===== src/rtl/gray_pkg.sv =====
// gray_pkg: mode encoding and width-independent Gray/binary conversion helpers.
package gray_pkg;
  typedef enum logic {MODE_G2B = 1'b0, MODE_B2G = 1'b1} mode_e;
  localparam int MAX_W = 64;
  typedef logic [MAX_W-1:0] word_t;
  // Callers zero-extend into word_t; zero upper bits leave the low WIDTH bits exact.
  function automatic word_t g2b(input word_t g);
    word_t b;
    b[MAX_W-1] = g[MAX_W-1];
    for (int i = MAX_W - 2; i >= 0; i--) b[i] = b[i+1] ^ g[i];
    return b;
  endfunction
  function automatic word_t b2g(input word_t b);
    return b ^ (b >> 1);
  endfunction
endpackage


===== src/rtl/gray_step_check.sv =====
// gray_step_check: flags a word pair that differs in more than one bit.
module gray_step_check #(
  parameter int WIDTH = 4
) (
  input  logic [WIDTH-1:0] cur,
  input  logic [WIDTH-1:0] last,
  output logic             multi
);
  logic [WIDTH-1:0] d;
  assign d = cur ^ last;
  // Clearing the lowest set bit leaves something only if two or more bits differ.
  assign multi = |(d & (d - WIDTH'(1)));
endmodule


===== src/rtl/gray_codec_pipe.sv =====
// gray_codec_pipe: two-stage valid/ready Gray<->binary converter with G2B step checking.
module gray_codec_pipe
  import gray_pkg::*;
#(
  parameter int WIDTH = 4,
  parameter int CNT_W = 8
) (
  input  logic             clk,
  input  logic             rst_n,
  input  logic             in_valid,
  output logic             in_ready,
  input  logic [WIDTH-1:0] in_data,
  input  logic             in_mode,
  output logic             out_valid,
  input  logic             out_ready,
  output logic [WIDTH-1:0] out_data,
  output logic             out_mode,
  output logic             out_step_err,
  output logic [CNT_W-1:0] err_cnt
);
  logic             s1_valid, s1_mode, s1_err;
  logic             s2_valid, s2_mode, s2_err;
  logic [WIDTH-1:0] s1_data, s2_data, last, conv;
  logic             last_valid, multi, s2_adv, s1_adv, accept, flag;

  gray_step_check #(.WIDTH(WIDTH)) u_step (
    .cur  (in_data),
    .last (last),
    .multi(multi)
  );

  assign s2_adv   = !s2_valid || out_ready;
  assign s1_adv   = s2_adv || !s1_valid;
  assign in_ready = s1_adv;
  assign accept   = in_valid && in_ready;
  assign flag     = (in_mode == MODE_G2B) && last_valid && multi;
  assign conv     = (s1_mode == MODE_B2G) ? WIDTH'(b2g(word_t'(s1_data)))
                                          : WIDTH'(g2b(word_t'(s1_data)));

  always_ff @(posedge clk or negedge rst_n) begin
    if (!rst_n) begin
      s1_valid   <= 1'b0;
      s1_data    <= '0;
      s1_mode    <= 1'b0;
      s1_err     <= 1'b0;
      last       <= '0;
      last_valid <= 1'b0;
      err_cnt    <= '0;
    end else begin
      if (s1_adv) s1_valid <= in_valid;
      if (accept) begin
        s1_data <= in_data;
        s1_mode <= in_mode;
        s1_err  <= flag;
        // A B2G beat breaks the G2B sequence, so the next G2B beat starts fresh.
        last_valid <= (in_mode == MODE_G2B);
        if (in_mode == MODE_G2B) last <= in_data;
        if (flag && err_cnt != '1) err_cnt <= err_cnt + CNT_W'(1);
      end
    end
  end

  always_ff @(posedge clk or negedge rst_n) begin
    if (!rst_n) begin
      s2_valid <= 1'b0;
      s2_data  <= '0;
      s2_mode  <= 1'b0;
      s2_err   <= 1'b0;
    end else if (s2_adv) begin
      s2_valid <= s1_valid;
      if (s1_valid) begin
        s2_data <= conv;
        s2_mode <= s1_mode;
        s2_err  <= s1_err;
      end
    end
  end

  assign out_valid    = s2_valid;
  assign out_data     = s2_data;
  assign out_mode     = s2_mode;
  assign out_step_err = s2_err;
endmodule


===== config.mk =====
export PLATFORM = sky130hd
export DESIGN_NAME = gray_codec_pipe
export DESIGN_NICKNAME = d
export VERILOG_FILES = /design/src/rtl/gray_pkg.sv /design/src/rtl/gray_step_check.sv /design/src/rtl/gray_codec_pipe.sv
export SDC_FILE = /design/constraint.sdc
export NUM_CORES = 1
export LEC_CHECK = 0
export ABC_AREA = 1
export BUFFER_PORTS_ARGS = -buffer_cell sky130_fd_sc_hd__buf_2
export CAP_MARGIN = 0
export CORE_ASPECT_RATIO = 0.7
export CORE_MARGIN = 3
export CORE_UTILIZATION = 25
export DETAILED_ROUTE_END_ITERATION = 10
export SYNTH_ARGS = -nofsm -noshare
export SYNTH_HDL_FRONTEND = slang
export SYNTH_SLANG_ARGS = --single-unit

===== constraint.sdc =====
create_clock -name clk -period 1.7 [get_ports clk]
set_input_delay 0.255 -clock clk [delete_from_list [all_inputs] [get_ports clk]]
set_output_delay 0.255 -clock clk [all_outputs]
set_load 0.03 [all_outputs]

### Word level (Yosys, flattened, before mapping)

Index checks and enable logic that the tools add are counted.

| storage, ports and cells | value |
|---|---|
| register bits after elaboration | 27 |
| bits of input ports | 9 |
| output and inout bits | 16 |
| word-level logic and storage cells | 34 |

| cells by class | value |
|---|---|
| add/subtract/negate cells | 2 |
| equal/unequal tests | 1 |
| multiplexer cells | 1 |
| bitwise logic cells | 7 |
| reduce and logical (&&, ||, !) cells | 12 |

Operator list:

| cell | number |
|---|---|
| $add 8x1->8 const B | 1 |
| $ne 8x8->1 const B | 1 |
| $reduce_and 2->1 | 3 |
| $and 4x4->4 | 1 |
| $logic_and 1x1->1 | 4 |
| $mux 4 | 1 |
| $reduce_or 4->1 | 1 |
| $sub 4x1->4 const B | 1 |
| $xor 4x3->4 | 1 |
| $xor 4x4->4 | 1 |
| $xor 1x1->1 | 3 |
| $logic_not 1->1 | 2 |
| $logic_or 1x1->1 | 2 |
| $not 1->1 | 1 |

### Longest topological paths before layout

Gate-level depths: netlist of the first run.

| logic depth | value |
|---|---|
| depth after elaboration | 7 |
| gate-level depth with buffers | 10 |
| depth with buffers taken out | 10 |

### Cells and area by module

A second synthesis of the first run with hierarchy kept.

| second synthesis, totals | value |
|---|---|
| cell total of the unflattened synthesis | 156 |
| area, all modules | 1300.0 um^2 |

By module, submodules not included:

| module | times used | cells each | area an instance (um^2) | sequential area each (um^2) |
|---|---|---|---|---|
| gray_codec_pipe | 1 | 137 | 1206.2 | 675.6 |
| gray_step_check | 1 | 19 | 93.8 | 0.0 |

### Worst setup path after synthesis of the first run

OpenSTA, ideal clock, no wires.

| path | value |
|---|---|
| path type | reg-to-reg |
| start | register s2_valid, in the netlist out_valid |
| end | register err_cnt[6] |
| setup time | 119 ps |
| arrival time | 1367 ps |
| required time | 1581 ps |
| setup slack | 214 ps |
| stages on the path, launching flop included | 9 |
| path buffers | 0 |
| clock period less this slack | 1486 ps |
| path through | dfrtp_1 -> nand3_2 -> nand2_4 -> inv_4 -> nand2_4 -> nor2_8 -> nand3_4 -> nand2_1 -> nand2_1 |

| on the way | value |
|---|---|
| word-level cells in the longest chain between the ends | 5 |

Ends and longest elaborated chain:

| item | RTL line | text |
|---|---|---|
| from (decl) | gray_codec_pipe.sv:22 | `logic s2_valid, s2_mode, s2_err;` |
| from (signal assigned) | gray_codec_pipe.sv:70 | `s2_valid <= s1_valid;` |
| $logic_not 1->1 | gray_codec_pipe.sv:32 | `assign s2_adv = !s2_valid \|\| out_ready;` |
| $logic_or 1x1->1 | gray_codec_pipe.sv:32 |  |
| $logic_or 1x1->1 | gray_codec_pipe.sv:33 | `assign s1_adv = s2_adv \|\| !s1_valid;` |
| net in_ready | gray_codec_pipe.sv:11 | `output logic in_ready,` |
| $logic_and 1x1->1 | gray_codec_pipe.sv:35 | `assign accept = in_valid && in_ready;` |
| $reduce_and 2->1 (no source line) | n/a |  |
| to (signal assigned) | gray_codec_pipe.sv:58 | `if (flag && err_cnt != '1) err_cnt <= err_cnt + CNT_W'(1);` |
| to (decl) | gray_codec_pipe.sv:19 | `output logic [CNT_W-1:0] err_cnt` |

The timed path passes the listed nets, and every way through them passes these cells.
A chain may end at the register's enable or synchronous reset.

### Worst setup path after layout of the first run

| path | value |
|---|---|
| start | register err_cnt[0] |
| end | register err_cnt[3] |

| on the way | value |
|---|---|
| word-level cells in the longest chain between the ends | 3 |
| elaborated cells on any way between the ends | 4 |
| classes of those cells | 1 x add/sub; 1 x eq/ne; 2 x reduce/logical |

Ends and longest elaborated chain:

| item |
|---|
| parallel branches: the longest is 3 deep, another holds $add 8x1->8 |

Parallel ways; which one is timed is not known.

==> flow_summary.yaml, run 1 <==
status:
  status: "finished clean"
floorplanning:
  die_height_um: 68.9
  die_area_sq_um: 6610
  ioPinCount: 25
  row_count: 22
  initial_utilization: 0.265
  dieWidth_um: 95.9
  coreArea_sq_um: 5340
final_layout:
  fin_nets: 212
  layout_common_cells: "nand2_1 (68), dfrtp_1 (27), buf_2 (24)"
  final_core_util: 0.314
  multiInputGateArea_sq_um: 642
  n_antenna_cell: 0
  drive_gt1_frac: 0.209
  area_growth_pct: 18.5
  fillerInstances: 569
  regArea_sq_um: 676
  final_common_cell: "nand2_1"
routing:
  postRouteAntennaNets: 0
  first_pass_iters: 4
  vias: 1150
  routed_wl_um: 2800
  drt_iter0_drc: 38
  remaining_drc_errors: 0
  drt-wirelength-per-cell_um: 10.3
  vias_per_cell: 4.21
setup_path:
  cpPeakStageDelay_ns: 0.43
  crit_chain: "ha_1 -> nand2_1 -> nor2_4 -> nand3_4 -> nand3_4 -> nand2_1 -> nand2_1"
  critPathSlowestCell: "dfrtp_1"
  path_common_cell: "nand2_1"
  path_class: "reg -> reg"
  r2r_start: "err_cnt[0]"
  worst_path_dominant_cell_family: "simple AND/OR/NAND/NOR gates"
  crit_buf_inv: 0
  critPathArrivalTime_ns: 1.60
  endpoint_kind: "flip-flop"
  critPathLaunchType: "flip-flop"
  worstPathRequired_ns: 1.91
  cp_max_fo: 9
  path_depth: 7
  crit_start: "err_cnt[0]"
  r2r_cells: 7
  reg2reg_to: "err_cnt[3]"
  rrSetupSlack_ns: 0.31
clocking:
  cts_hold_buf: 1
  clk_latency_ns: 0.27
  clk_pin_slew_ns: 0.09
  cts-root-buf: "clkbuf_8"
  cts_num_sinks: 27
  cts_resized: 0
  cts.htree.levels: 1
  postCtsSetupRepairBufs: 0
  clockBufferDepth: 2
  cts_tree: "yes"
  numCtsBuffers: 3
timing:
  max_freq_ghz: 0.719
  skew_ns: 0.00202
  finalSetupTns_ns: 0
  maxSlewHeadroom: 0.601
  worst_slew_pin_slew_ns: 0.599
  hold_viol: 0
  setup_viol: 0
  fin_crit_sh: 0.818
  drv_slew: 0
  rsz0062_at_grt: "no"
  holdWs_ns: 0.267
  min_period_ns: 1.39
hold_path:
  hold_start: "out_ready"
  min_path_type: "in -> reg"
  holdPathEnd: "out_valid"
  whs_path_depth: 4
global_route:
  grt_max_degree: 28
  grt_pass1_wl_um: 4660
  antenna_found_initial: 0
  grt_use_total: 0.0916
  globalRouteOverflowTotal: 0
  grt_pass1_vias: 985
synthesis:
  synth_area_per_cell_sq_um: 8.17
  synth_fp_nets: 183
  syn_area_sq_um: 1410
  yosysSeqAreaShare: 0.478
  syn_inst: 173
  synthTopCellsByArea: "dfrtp_1 (48%), nand2_1 (18%), o21ai_0 (5.3%)"
  yosys_warnings: 0
  synth.ff_latch_count: 27
  synth_top_area_share: 0.478
  synth_top_area_cell: "dfrtp_1"
  ys_types: 22
place:
  gp_congestion: 0.746
  hpwlAfterDp_um: 2170
  portBuffers: 24
pwr:
  p_per_area_nw_per_um2: 1150
  vdd_drop_max_uv: 392
  p_leak_nw: 0.911
run:
  drv_cap: 0
-- power breakdown --
group | switching [mW] | leakage [nW] | total (mW) | internal (mW)
sequential | 0.116 | 0.339 | 0.892 | 0.776
clock | 0.195 | 0.0217 | 0.361 | 0.166
combinational | 0.462 | 0.551 | 0.669 | 0.207
total | 0.773 | 0.911 | 1.92 | 1.15
-- worst reg2reg max path: cells and delay by family, from the launching register on --
| family | cells | cell delay, ns |
|---|---|---|
| simple gates | 6 | 0.71 |
| flops | 1 | 0.43 |
| fa+ha+maj | 1 | 0.20 |
-- kinds of logic (layout without fill, tap and decap cells) --
kind of cell | Yosys count | after routing | share of synthesized area
simple gates | 96 | 96 | 0.338
xor+xnor | 6 | 6 | 0.0372
flops | 27 | 27 | 0.478
fa+ha+maj | 1 | 1 | 0.00885
compound gates | 19 | 19 | 0.0699
buf+inv | 24 | 52 | 0.0681
-- Yosys cell counts, drive strengths merged --
cell type and instances:
buf 1, o21a 1, nor2 6, a31oi 1, nand2 72, a21oi 2
nand4 9, ha 1, dfrtp 27, inv 23, xor2 6, nand3 7
nand3b 2, o21ai 15
-- registers in the layout, summed over array words and instances, names as in the netlist, 4 cells and up --
signal and cells:
out_data 4, s1_data 4, last 4, err_cnt 8
-- routing by layer --
| metal | GRT usage | up-vias | routed length, um |
|---|---|---|---|
| met2 | 0.126 | 37 | 1110 |
| li1 | - | 606 | - |
| met3 | 0.0184 | 2 | 188 |
| met4 | 0.0372 | 0 | 28 |
| met1 | 0.137 | 505 | 1470 |
| met5 | 0 | - | 0 |
-- worst max path at each step --
stage	endpoint
after floorplan	err_cnt[6]
after global placement	err_cnt[1]
after detailed placement	err_cnt[4]
after CTS	err_cnt[6]
after global routing	err_cnt[3]
final	err_cnt[3]
-- per-stage QoR --
step	cells	area [sq um]	total power, mW	setup WS, ns
4_1_cts	273	1680	1.95	0.306
3_5_place_dp	268	1620	1.57	0.325
6_report	273	1680	1.92	0.309
5_1_grt	273	1680	2.07	0.150
3_3_place_gp	268	1620	1.57	0.328
2_1_floorplan	173	1410	1.38	0.214
-- final cells by class --
class                           count  share of cell area
Clock buffer                        3              0.0246
Clock inverter                      1             0.00448
Inverter                           23              0.0530
Multi-Input combinational cell    122               0.383
Sequential cell                    27               0.403
Tap cell                           72              0.0538
Timing Repair Buffer               25              0.0777
Note: power is estimated with default switching activity, not from simulation.
==> inputs of run 2 (changes only) <==
- clock period: 1.7 -> 1.3 ns (I/O delays scaled with it)
==> run 2 against run 1 <==
Core utilization grew 3.2 points; maximum frequency increased by 9.8%; clock-buffer cell count did not move; wire length increased by 6.3%; sequential power up 31%; worst hold slack lost 0.065 ns; clock skew grew 0.0028 ns; non-clock buffer count increased by 15; die area stayed put; critical path depth grew 1; final area rose by 10%; final cell count rose by 5.9%; largest cell class unchanged.
==> flow_summary.yaml, run 2 (synthesis results as in run 1) <==
routing:
  route.top_layer_used: "met4"
  drt_iter0_drc: 39
  routed_wl_um: 2980
  vias_per_cell: 4.24
  postRouteAntennaNets: 0
  wl_met3_um: 190
  drt-wirelength-per-cell_um: 10.3
  route.met2.wl_um: 1290
  vias: 1224
  remaining_drc_errors: 0
  first_pass_iters: 4
  drt-met1-wl_um: 1490
global_route:
  grt_pass1_vias: 995
  grt_max_degree: 28
  globalRouteOverflowTotal: 0
  antenna_found_initial: 0
  grt_use_total: 0.0901
  grt_pass1_wl_um: 4680
clocking:
  clk_latency_ns: 0.28
  cts-root-buf: "clkbuf_8"
  cts_tree: "yes"
  clk_pin_slew_ns: 0.10
  numCtsBuffers: 3
  cts.htree.levels: 1
  cts_num_sinks: 27
  clockBufferDepth: 2
timing:
  finalSetupTns_ns: 0
  rsz0062_at_grt: "yes"
  setup_viol: 0
  skew_ns: 0.00483
  fin_crit_sh: 0.975
  hold_viol: 0
  worst_slew_pin_slew_ns: 0.344
  min_period_ns: 1.27
  drv_slew: 0
  max_freq_ghz: 0.789
  maxSlewHeadroom: 0.771
final_layout:
  layout_common_cells: "nand2_1 (65), buf_2 (24), dfrtp_1 (22)"
  fillerInstances: 571
  final_core_util: 0.346
  multiInputGateArea_sq_um: 682
  drive_gt1_frac: 0.313
  regArea_sq_um: 682
  final_cell_area_sq_um: 1850
  final_common_cell: "nand2_1"
  fin_nets: 228
  area_growth_pct: 30.6
  n_antenna_cell: 0
  max_flop_register: "err_cnt"
  largest_reg_flops: 8
hold_path:
  min_path_type: "in -> reg"
setup_path:
  path_class: "reg -> reg"
  crit_chain: "nand3_4 -> nand2_4 -> inv_4 -> nand2_4 -> nor2_8 -> buf_4 -> nand4_1 -> nand2_1"
  endpoint_kind: "flip-flop"
  path_common_cell: "nand2_4"
  critPathSlowestCell: "dfrtp_1"
  critPathArrivalTime_ns: 1.49
  cpPeakStageDelay_ns: 0.42
  cp_max_fo: 4
  worstPathRequired_ns: 1.52
  critPathLaunchType: "flip-flop"
pwr:
  vdd_drop_max_uv: 394
  p_leak_nw: 0.982
  p_per_area_nw_per_um2: 1460
place:
  portBuffers: 24
  postPlaceCellArea_sq_um: 1690
  hpwlAfterDp_um: 2190
  gp_congestion: 0.783
floorplanning:
  row_count: 22
  dieWidth_um: 95.9
  coreArea_sq_um: 5340
  initial_utilization: 0.265
  die_height_um: 68.9
  ioPinCount: 25
  die_area_sq_um: 6610
status:
  status: "finished clean"
run:
  drv_cap: 0
==> run 2: cell count changes in the layout (fill, tap and decap cells not counted), sizes merged <==
cell	change
buf	+15
nand3	+1
==> run 2: layer usage <==
metal | vias to the layer above | global-route usage
li1 | 640 | -
met1 | 554 | 0.132
met2 | 28 | 0.131
met3 | 2 | 0.0282
met4 | 0 | 0.0160
met5 | - | 0
==> run 2: what timing repair did <==
item	4_1_cts	5_1_grt
pin swaps	0	7
hold buffers	1	0
hold endpoints to repair	27	0
resized for setup	1	3
setup endpoints to repair	8	8
setup buffers	1	8
cloned	0	1
==> run 2: per-stage QoR <==
stage	hold WS [ns]	power (mW)	setup slack, ns	instances
finish	0.203	2.70	0.0331	289
global route	0.209	2.91	-0.0740	289
CTS	0.198	2.67	0.00866	280
detailed placement	0.219	2.13	-0.0168	274
global placement	0.219	2.12	0.0369	274
floorplan	-0.101	1.84	-0.0499	173
==> run 2: area by class of cell <==
class / count / share of cell area
Timing Repair Buffer: 40 / 0.138
Clock buffer: 3 / 0.0224
Tap cell: 72 / 0.0488
Multi-Input combinational cell: 123 / 0.369
Sequential cell: 27 / 0.369
Inverter: 23 / 0.0481
Clock inverter: 1 / 0.00407
==> run 2: power by group <==
part	leakage, nW	internal, mW	switching [mW]	total, mW
sequential	0.332	1.02	0.145	1.17
combinational	0.628	0.385	0.654	1.04
clock	0.0217	0.218	0.278	0.495
total	0.982	1.63	1.08	2.70
==> run 2: worst paths after layout <==
check	from	depth (start not counted)	end	slack (ns)
max in group asynchronous	rst_n	3	err_cnt[0]	0.58
hold reg to reg	out_data[0]	2	out_data[0]	0.49
min in group asynchronous	rst_n	3	err_cnt[7]	0.43
setup / recovery	s1_valid	8	err_cnt[3]	0.03
hold / removal	out_ready	4	out_valid	0.20
setup reg to reg	s1_valid	8	err_cnt[3]	0.03
==> run 2: critical path: cells and delay by family (launching register included) <==
family,cells,cell delay [ns]
buffers and inverters,2,0.22
DFF,1,0.42
and+or+nand+nor,6,0.56
